==> src/rtl/psum_accum_requant_pkg.sv <==
// Shared defaults and fixed-point helpers for the partial-sum accumulate / requantise path.
// Helpers work on a wide signed type so any module width can reuse them.
package psum_accum_requant_pkg;

    localparam int DEF_IN_W       = 16;
    localparam int DEF_ACC_W      = 24;
    localparam int DEF_OUT_W      = 8;
    localparam int ACC_LEN_3X3    = 9;
    localparam int DEF_FIFO_DEPTH = 4;

    typedef logic signed [63:0] wide_t;

    // Clamp a wide signed value into the range of a w-bit two's complement number.
    function automatic wide_t sat_signed(input wide_t v, input int unsigned w);
        wide_t maxv;
        wide_t minv;
        maxv = (wide_t'(1) <<< (w - 1)) - wide_t'(1);
        minv = -(wide_t'(1) <<< (w - 1));
        if (v > maxv) begin
            return maxv;
        end else if (v < minv) begin
            return minv;
        end
        return v;
    endfunction

    // Round-half-up arithmetic right shift; a shift of zero passes the value through.
    function automatic wide_t round_shift(input wide_t v, input logic [4:0] sh);
        wide_t half;
        half = (sh == 5'd0) ? wide_t'(0) : (wide_t'(1) <<< (sh - 5'd1));
        return (v + half) >>> sh;
    endfunction

endpackage

==> src/rtl/psum_result_fifo.sv <==
// Small synchronous result FIFO with a registered occupancy count.
// A push into a full FIFO is dropped unless a pop happens in the same cycle.
module psum_result_fifo
    import psum_accum_requant_pkg::*;
#(
    parameter int WIDTH = DEF_OUT_W,
    parameter int DEPTH = DEF_FIFO_DEPTH
) (
    input  logic             clk,
    input  logic             rst_n,
    input  logic             clear_i,
    input  logic             push_i,
    input  logic [WIDTH-1:0] push_data_i,
    input  logic             pop_i,
    output logic [WIDTH-1:0] rd_data_o,
    output logic             empty_o,
    output logic             full_o,
    output logic             drop_o
);

    localparam int PTR_W = (DEPTH > 1) ? $clog2(DEPTH) : 1;
    localparam int CNT_W = $clog2(DEPTH + 1);

    logic [WIDTH-1:0] mem_q [DEPTH];
    logic [PTR_W-1:0] wr_ptr_q;
    logic [PTR_W-1:0] rd_ptr_q;
    logic [CNT_W-1:0] count_q;
    logic             do_push;
    logic             do_pop;

    assign empty_o = (count_q == '0);
    assign full_o  = (count_q == CNT_W'(DEPTH));
    assign do_pop  = pop_i && !empty_o;
    assign do_push = push_i && (!full_o || do_pop);
    assign drop_o  = push_i && full_o && !do_pop;

    // Head is forced to zero when empty so stale entries never leak onto the bus.
    assign rd_data_o = empty_o ? '0 : mem_q[rd_ptr_q];

    always_ff @(posedge clk) begin
        if (do_push && !clear_i) begin
            mem_q[wr_ptr_q] <= push_data_i;
        end
    end

    always_ff @(posedge clk or negedge rst_n) begin
        if (!rst_n) begin
            wr_ptr_q <= '0;
            rd_ptr_q <= '0;
            count_q  <= '0;
        end else if (clear_i) begin
            wr_ptr_q <= '0;
            rd_ptr_q <= '0;
            count_q  <= '0;
        end else begin
            if (do_push) begin
                wr_ptr_q <= wr_ptr_q + PTR_W'(1);
            end
            if (do_pop) begin
                rd_ptr_q <= rd_ptr_q + PTR_W'(1);
            end
            unique case ({do_push, do_pop})
                2'b10:   count_q <= count_q + CNT_W'(1);
                2'b01:   count_q <= count_q - CNT_W'(1);
                default: count_q <= count_q;
            endcase
        end
    end

endmodule

==> src/rtl/psum_accum_requant.sv <==
// Accumulates ACC_LEN PE products per output pixel, rounds/shifts/saturates to OUT_W and queues results.
// Optional feature macro: PSUM_ACC_RELU_EN clamps negative requantised results to zero.
module psum_accum_requant
    import psum_accum_requant_pkg::*;
#(
    parameter int IN_W       = DEF_IN_W,
    parameter int ACC_W      = DEF_ACC_W,
    parameter int OUT_W      = DEF_OUT_W,
    parameter int ACC_LEN    = ACC_LEN_3X3,
    parameter int FIFO_DEPTH = DEF_FIFO_DEPTH
) (
    input  logic                    clk,
    input  logic                    rst_n,
    input  logic                    clear,
    input  logic signed [IN_W-1:0]  psum_in,
    input  logic                    psum_valid,
    input  logic signed [IN_W-1:0]  bias,
    input  logic [4:0]              shift_amt,
    output logic signed [OUT_W-1:0] out_data,
    output logic                    out_valid,
    input  logic                    out_ready,
    output logic                    busy,
    output logic                    overflow_flag,
    output logic                    acc_sat_flag
);

    localparam int               CNT_W    = (ACC_LEN > 1) ? $clog2(ACC_LEN) : 1;
    localparam logic [CNT_W-1:0] LAST_CNT = CNT_W'(ACC_LEN - 1);
    localparam logic [4:0]       MAX_SH   = 5'(ACC_W - 1);

    logic [CNT_W-1:0]        cnt_q, cnt_d;
    logic signed [ACC_W-1:0] acc_q, acc_d;
    logic [4:0]              sh_q, sh_d;
    logic                    done_q, done_d;
    logic signed [ACC_W-1:0] s1_q;
    logic [4:0]              s1_sh_q;
    logic                    s1_valid_q;
    logic signed [ACC_W:0]   s2_q, s2_d;
    logic                    s2_valid_q;
    logic                    acc_sat_q;
    logic                    overflow_q;

    wide_t                   base_w;
    wide_t                   sum_w;
    wide_t                   r_w;
    wide_t                   relu_w;
    logic                    sat_hit;
    logic [4:0]              sh_clamped;
    logic [OUT_W-1:0]        push_data;
    logic                    fifo_empty;
    logic                    fifo_full;
    logic                    fifo_drop;
    logic                    fifo_pop;
    logic [OUT_W-1:0]        fifo_head;

    assign sh_clamped = (shift_amt > MAX_SH) ? MAX_SH : shift_amt;

    // Window accumulation: the first product of a window starts from bias instead of the running sum.
    always_comb begin
        base_w  = (cnt_q == '0) ? wide_t'(bias) : wide_t'(acc_q);
        sum_w   = base_w + wide_t'(psum_in);
        cnt_d   = cnt_q;
        acc_d   = acc_q;
        sh_d    = sh_q;
        done_d  = 1'b0;
        sat_hit = 1'b0;
        if (psum_valid) begin
            acc_d   = ACC_W'(sat_signed(sum_w, ACC_W));
            sat_hit = (sat_signed(sum_w, ACC_W) != sum_w);
            if (cnt_q == '0) begin
                sh_d = sh_clamped;
            end
            if (cnt_q == LAST_CNT) begin
                cnt_d  = '0;
                done_d = 1'b1;
            end else begin
                cnt_d = cnt_q + CNT_W'(1);
            end
        end
    end

    assign s2_d = (ACC_W + 1)'(round_shift(wide_t'(s1_q), s1_sh_q));

    always_comb begin
        r_w = wide_t'(s2_q);
`ifdef PSUM_ACC_RELU_EN
        relu_w = (r_w < 0) ? wide_t'(0) : r_w;
`else
        relu_w = r_w;
`endif
        push_data = OUT_W'(sat_signed(relu_w, OUT_W));
    end

    // done_q marks the cycle after a window closes, so S1 copies the finished sum while acc restarts.
    always_ff @(posedge clk or negedge rst_n) begin
        if (!rst_n) begin
            cnt_q      <= '0;
            acc_q      <= '0;
            sh_q       <= '0;
            done_q     <= 1'b0;
            s1_q       <= '0;
            s1_sh_q    <= '0;
            s1_valid_q <= 1'b0;
            s2_q       <= '0;
            s2_valid_q <= 1'b0;
            acc_sat_q  <= 1'b0;
            overflow_q <= 1'b0;
        end else if (clear) begin
            cnt_q      <= '0;
            acc_q      <= '0;
            sh_q       <= '0;
            done_q     <= 1'b0;
            s1_valid_q <= 1'b0;
            s2_valid_q <= 1'b0;
            acc_sat_q  <= 1'b0;
            overflow_q <= 1'b0;
        end else begin
            cnt_q      <= cnt_d;
            acc_q      <= acc_d;
            sh_q       <= sh_d;
            done_q     <= done_d;
            s1_valid_q <= done_q;
            if (done_q) begin
                s1_q    <= acc_q;
                s1_sh_q <= sh_q;
            end
            s2_valid_q <= s1_valid_q;
            if (s1_valid_q) begin
                s2_q <= s2_d;
            end
            acc_sat_q  <= acc_sat_q | sat_hit;
            overflow_q <= overflow_q | fifo_drop;
        end
    end

    assign fifo_pop = !fifo_empty && out_ready;

    psum_result_fifo #(
        .WIDTH (OUT_W),
        .DEPTH (FIFO_DEPTH)
    ) u_fifo (
        .clk         (clk),
        .rst_n       (rst_n),
        .clear_i     (clear),
        .push_i      (s2_valid_q),
        .push_data_i (push_data),
        .pop_i       (fifo_pop),
        .rd_data_o   (fifo_head),
        .empty_o     (fifo_empty),
        .full_o      (fifo_full),
        .drop_o      (fifo_drop)
    );

    assign out_data      = fifo_head;
    assign out_valid     = !fifo_empty;
    assign busy          = (cnt_q != '0) || done_q || s1_valid_q || s2_valid_q || !fifo_empty;
    assign overflow_flag = overflow_q;
    assign acc_sat_flag  = acc_sat_q;

endmodule

==> config.mk <==
export PLATFORM = sky130hd
export DESIGN_NAME = psum_accum_requant
export DESIGN_NICKNAME = d
export VERILOG_FILES = /design/src/rtl/psum_accum_requant_pkg.sv /design/src/rtl/psum_result_fifo.sv /design/src/rtl/psum_accum_requant.sv
export SDC_FILE = /design/constraint.sdc
export NUM_CORES = 1
export LEC_CHECK = 0
export CORE_MARGIN = 8
export CORE_UTILIZATION = 28
export CTS_CLUSTER_DIAMETER = 80
export CTS_CLUSTER_SIZE = 16
export DETAILED_ROUTE_END_ITERATION = 7
export GPL_ROUTABILITY_DRIVEN = 0
export GPL_TIMING_DRIVEN = 0
export PLACE_DENSITY_LB_ADDON = 0.1
export RECOVER_POWER = 100
export SYNTH_ARGS = -nofsm -noshare
export SYNTH_HDL_FRONTEND = slang
export SYNTH_HIERARCHICAL = 1
export SYNTH_SLANG_ARGS = --single-unit
==> constraint.sdc <==
create_clock -name clk -period 10.7 [get_ports clk]
set_input_delay 1.605 -clock clk [delete_from_list [all_inputs] [get_ports clk]]
set_output_delay 1.605 -clock clk [all_outputs]
set_load 0.005 [all_outputs]
==> impl_metrics.yaml <==
final_layout:
  stdcell_area_sq_um: 13500
  layout_common_cells: "nand2_1 (177), nor2_1 (150), dfrtp_1 (99), a21oi_1 (86), o21ai_0 (68)"
  nNetsFinal: 1550
  final_common_cell: "nand2_1"
  area_growth_syn_to_layout_pct: 15.8
  antenna_cells: 0
  nFillCells: 4372
  drive_above_1_share_pct: 8.79
timing:
  finalSetupViolCount: 0
  fin_skew_ns: 0.0125
  finalCriticalPeriod_ns: 7.05
  rsz0062_at_grt: "no"
  fmax_ghz: 0.142
  fin_ws_ns: 3.65
  worst-slew-pin-transition_ns: 3.49
  hold_violations: 0
  slew_headroom_pct: -133
  finalSetupTns_ns: 0
  finalCritPeriodShare_pct: 65.9
  slew_viol_final: 114
global_route:
  grt_pass1_vias: 10500
  gr-total-overflow: 0
  grt_usage_pct: 16.1
  antenna_found_initial: 0
  grt_max_degree: 65
  grt_pass1_wl_mm: 61.2
detailed_routing:
  met1_length_mm: 18.1
  top_layer_used: "met4"
  wl_per_cell_um: 19.7
  via_per_inst: 5.31
  dr.pass1.iters: 7
  vias: 10500
  wl_met2_mm: 18.0
  drc: 0
  drt_iter0_drc: 667
  wl_met3_mm: 1.76
  drt-total-wl_mm: 38.9
  ant_nets: 0
clock_network:
  worstSkewPairLatency_ns: 0.43
  htreeDepth: 4
  cts_sinks: 131
  clock_tree.buffer_depth: 2
  cts-root-buf: "clkbuf_16"
  cts_buffers: 17
  postCtsResizedCells: 0
  cts_setup_buffers: 0
  path_clk_slew_ns: 0.06
  cts_hold_buffers: 0
  cts_tree: "done"
setup_path:
  path_class: "reg -> reg"
  cp_cell_sequence: "clkbuf_1 -> clkbuf_1 -> clkbuf_1 -> clkbuf_1 -> nand2_1 -> nor2_1 -> ha_1 -> a21o_1 -> a21oi_1 -> a21oi_1 -> a311oi_1 -> a31oi_1 -> mux2i_1 -> or2_0 -> mux4_2 -> mux2_1 -> o21ai_0 -> a211oi_1"
  crit_required_ns: 10.97
  slowest_stage: "a311oi_1"
  endpoint_kind: "flop"
  reg2reg_depth: 18
  start_kind: "flop"
  r2r-start: "s1_sh_q[2]"
  path_common_cell: "clkbuf_1"
  r2r_end: "s2_q[5]"
  path_max_fanout: 10
  path_buf_inv: 4
  reg2reg_slack_ns: 3.65
  critPathArrivalTime_ns: 7.32
  crit_family: "compound AO/OA/AOI/OAI gates"
  slowest_delay_ns: 1.05
run:
  maxCapViolations: 3
synthesis:
  syn_nets: 1477
  synth.avg_cell_area_sq_um: 8.55
  synthCells: 1359
  netlist_area_sq_um: 11600
  yosys_warnings: 6
die:
  die_h_um: 220
  die_area_sq_um: 48300
  core_area_sq_um: 40900
  io_pins: 54
  fp-row-count: 74
  initial_core_util_pct: 28.4
  die_w_um: 220
placed_design:
  post-dp-hpwl_mm: 31.1
  io_buffer_count: 53
  postPlaceCellArea_sq_um: 12800
  dpl_worst_slack_ns: 3.69
power_and_ir_drop:
  peakVddDrop_uv: 95.3
  power_mw: 1.44
  power.density_nw_per_um2: 107
  p_leak_nw: 5.82
outcome:
  status: "finished with violations"
  violations: "max-capacitance violations, max-slew violations"
min_path:
  holdPathStages: 2
  worstHoldStart: "overflow_flag"
  hold_end: "overflow_flag"
  hp-class: "reg -> reg"
-- stage by stage --
| step | instances | util [%] | hold WS (ns) |
|---|---|---|---|
| final | 1977 | 32.9 | 0.494 |
| after detailed placement | 1945 | 31.4 | 0.491 |
| after CTS | 1977 | 33.0 | 0.505 |
| after global placement | 1944 | 31.3 | 0.489 |
| after floorplan | 1359 | - | 0.467 |
| after global routing | 1977 | 32.9 | 0.529 |
-- worst max-delay path by stage --
stage | startpoint | end | slack [ns] | depth (start not counted)
2_1_floorplan | bias[0] | acc_sat_flag | 5.25 | 22
3_3_place_gp | psum_in[15] | acc_q[20] | 3.67 | 17
3_5_place_dp | bias[0] | acc_q[21] | 3.69 | 24
4_1_cts | cnt_q[0] | acc_q[21] | 3.84 | 28
5_1_grt | cnt_q[0] | acc_q[14] | 3.05 | 28
6_report | s1_sh_q[2] | s2_q[5] | 3.65 | 18
-- per-layer routing --
metal / track usage [%] / vias up
met1: 21.3 / 5018
li1: - / 5132
met4: 5.59 / 0
met3: 2.59 / 69
met5: 0 / -
met2: 26.3 / 285
-- sequential cells by signal (all words and copies together), names as in the netlist, 3 cells and up --
| name | count |
|---|---|
| sh_q | 5 |
| acc_q | 24 |
| u_fifo/mem_q | 32 |
| u_fifo/count_q | 3 |
| cnt_q | 4 |
| s1_sh_q | 5 |
| s1_q | 24 |
| s2_q | 25 |
-- report_power, final --
| group | internal [mW] | switching (mW) | leakage, nW |
|---|---|---|---|
| logic | 0.103 | 0.138 | 3.84 |
| clock network | 0.421 | 0.238 | 0.324 |
| registers | 0.525 | 0.0117 | 1.65 |
-- worst reg2reg max path, stage by stage (launching register included) --
cell and delay, ns:
dfrtp_1 0.32, clkbuf_1 0.37, clkbuf_1 0.48, clkbuf_1 0.54
clkbuf_1 0.51, nand2_1 0.32, nor2_1 0.18, ha_1 0.30
a21o_1 0.22, a21oi_1 0.23, a21oi_1 0.12, a311oi_1 1.05
a31oi_1 0.28, mux2i_1 0.23, or2_0 0.28, mux4_2 0.51
mux2_1 0.35, o21ai_0 0.45, a211oi_1 0.15
-- layout make-up --
type	count	area, sq um	share of cell area (%)
repair buffers	54	528	3.92
plain buffers	78	320	2.38
well taps	532	666	4.95
inverters	43	161	1.20
multi-input cells	1107	7670	57.0
clock inverters	15	241	1.79
clock buffers	17	425	3.16
flip-flops and latches	131	3440	25.6
No activity file was read; power rests on OpenSTA's default activity.
==> patch, RTL diff (config.mk and constraints unchanged) <==
The option `PSUM_ACC_RELU_EN` is turned on by a define.
--- a/src/rtl/psum_accum_requant.sv
+++ b/src/rtl/psum_accum_requant.sv
@@ -1,5 +1,7 @@
 // Accumulates ACC_LEN PE products per output pixel, rounds/shifts/saturates to OUT_W and queues results.
 // Optional feature macro: PSUM_ACC_RELU_EN clamps negative requantised results to zero.
+`define PSUM_ACC_RELU_EN
+
 module psum_accum_requant
     import psum_accum_requant_pkg::*;
 #(
Behaviour: no difference found for any inputs over 4 cycles, from zero or initial values and one cycle with rst_n low; that may be too few to reach the edited logic, so the function may still have changed.
==> patch against the original RTL <==
- the flow still finishes with violations (capacitance limit, slew limit)
- synthesized area up 6.6%
- largest power group unchanged
- final area grew 5.8%
- clock power fell by 8.8%
- worst setup slack worse by 400 ps
- final cell count up 8.9%
- routed wire length rose by 13%
- first-iteration DRC count increased by 18%
- via count rose by 11%
- register-to-register slack got worse by 60 ps
- non-clock buffer count increased by 13
- highest routed layer unchanged
- maximum frequency shrank 5.3%
- power is 3.5% lower
- sequential cell count unchanged
==> patch: results (changes against the original RTL) <==
Clocking
The maximum count of clock buffers along a single path came to 2 (unchanged). The H-tree depth reported by CTS is 4 (unchanged). The CTS buffer count is 17 (unchanged). The CTS clock-pin slew for the worst setup and hold paths is 60 ps (about the same). The post-cts resize count is 0 (unchanged). The number of buffers inserted to repair setup after CTS is 0 (unchanged). The master cell of the clock root buffer is sky130_fd_sc_hd__clkbuf_16.

For the worst-skew pair, the clock arrives at the later sink with an insertion delay of 440 ps.

Layout
In the final layout, the registers with the most flip-flops are u_fifo/mem_q: 32 flops, s2_q: 25 flops. The final-stage net count is 1664 (+7.4%). The fraction of layout instances using a drive strength above 1 is 0.101 (+0.0135).

GRT
The global-route usage over all layers is 0.173 (+0.0122). The maximum number of pins on one net before global-route repair is 68 (+4.6%). The first-pass GRT wire length came to 69.4 mm (+13%).

The number of antenna violations at the first check in global routing is 0 (unchanged).

Placement
The count of input and output buffers was 53 (unchanged). The placed wire-length estimate after detailed placement is 35.4 mm (+14%).

Route
The average routed wire per standard cell came to 20.5 um (+3.9%). The number of design-rule violations left by the first detailed-router iteration was 789 (+18%). The total via count after detailed routing is 11674 (+11%).

The length of the first detailed-routing pass in iterations is 5 (-2).

Synthesis
The total of warnings raised by yosys was 6 (unchanged).

Worst hold path
The min-delay analysis places its worst path in the category flop to flop. In this run the most critical hold path is launched from acc_q[13]$_DFFE_PN0P_.

STA
The maximum clock skew at final layout is 17.7 ps (+5.20 ps). The worst slew slack as a fraction of its limit is -1.41 (-0.0833). The max-slew violation count came to 115 (+0.88%).

Critical path
The slack of the worst reg-to-reg path is 3590 ps (-60 ps). The critical path is of the input port to flop type. The slowest cell on the critical path is sky130_fd_sc_hd__dlygate4sd3_1. The maximum fanout along the worst path is 17 (+7). The startpoint of the most critical register-to-register path is cnt_q[0]$_DFFE_PN0P_. The arrival time reported for the critical path endpoint is 7750 ps (+430 ps). The critical path startpoint category is an input port. The delay of the slowest critical-path stage is 1180 ps (+130 ps).

Tracing the worst setup path back leads to its startpoint at psum_in[15].

Status
The run finished, with violations left. The checks that failed: capacitance limit, slew limit.

Power and ir drop
The total leakage power is 5.91 nW (+1.5%). The total internal power is 1.00 mW (-4.4%). The part of the power in combinational logic is 0.180 (+0.012). The largest voltage drop on the vdd net is 0.106 mV (+11%).

Job
The count of maximum capacitance violations is 3 (unchanged).
[patch: metal layers]
layer | global-route usage | vias to the layer above | share of wire | wire length [um]
li1 | - | 5608 | - | -
met1 | 0.216 | 5633 | 0.44 | 19400
met2 | 0.291 | 324 | 0.48 | 21000
met3 | 0.0255 | 109 | 0.040 | 1770
met4 | 0.0810 | 0 | 0.043 | 1870
met5 | 0 | - | 0 | 0
[patch: area by class of cell]
class / instances / area [um2]
diodes: 1 / 2.50
plain buffers: 90 / 385
clock buffers: 20 / 447
clock inverters: 12 / 156
fillers: 4770 / 29700
inverters: 52 / 195
multi-input cells: 1199 / 8340
flip-flops and latches: 131 / 3440
well taps: 592 / 741
repair buffers: 55 / 533
[patch: path summary, 6_finish.rpt]
check                                    endpoint  cells after the start
min reg2reg                 acc_q[13]$_DFFE_PN0P_                      2
min in group asynchronous    s1_q[23]$_DFFE_PN0P_                      1
max in group asynchronous   acc_q[16]$_DFFE_PN0P_                      2
max                        acc_sat_flag$_DFF_PN0_                     18
max reg2reg                acc_sat_flag$_DFF_PN0_                     24
min                         acc_q[13]$_DFFE_PN0P_                      2
[patch: power groups by stage]
stage / Combinational, mW / Clock, mW / Sequential, mW
after floorplan: 0.174 / 0 / 0.542
after global placement: 0.251 / 0 / 0.547
after detailed placement: 0.254 / 0 / 0.547
after CTS: 0.255 / 0.618 / 0.537
after global routing: 0.283 / 0.637 / 0.539
final: 0.250 / 0.601 / 0.537
[patch: critical path, delay by kind of cell]
| kind | cells | cell delay [ps] |
|---|---|---|
| AO/OA/AOI/OAI | 11 | 3140 |
| adder cells (fa/ha/maj) | 2 | 910 |
| buffers and inverters | 2 | 1520 |
| AND/OR/NAND/NOR | 3 | 560 |
[patch: through the flow]
| stage | hold WS (ps) | power [mW] | instance area, um2 | instances | worst slack (ps) |
|---|---|---|---|---|---|
| after floorplan | 457 | 0.715 | 12400 | 1472 | 4850 |
| after global placement | 485 | 0.798 | 13700 | 2117 | 2790 |
| after detailed placement | 490 | 0.801 | 13700 | 2119 | 2830 |
| after CTS | 503 | 1.41 | 14300 | 2151 | 3290 |
| after global routing | 535 | 1.46 | 14200 | 2151 | 2750 |
| final | 498 | 1.39 | 14200 | 2152 | 3250 |
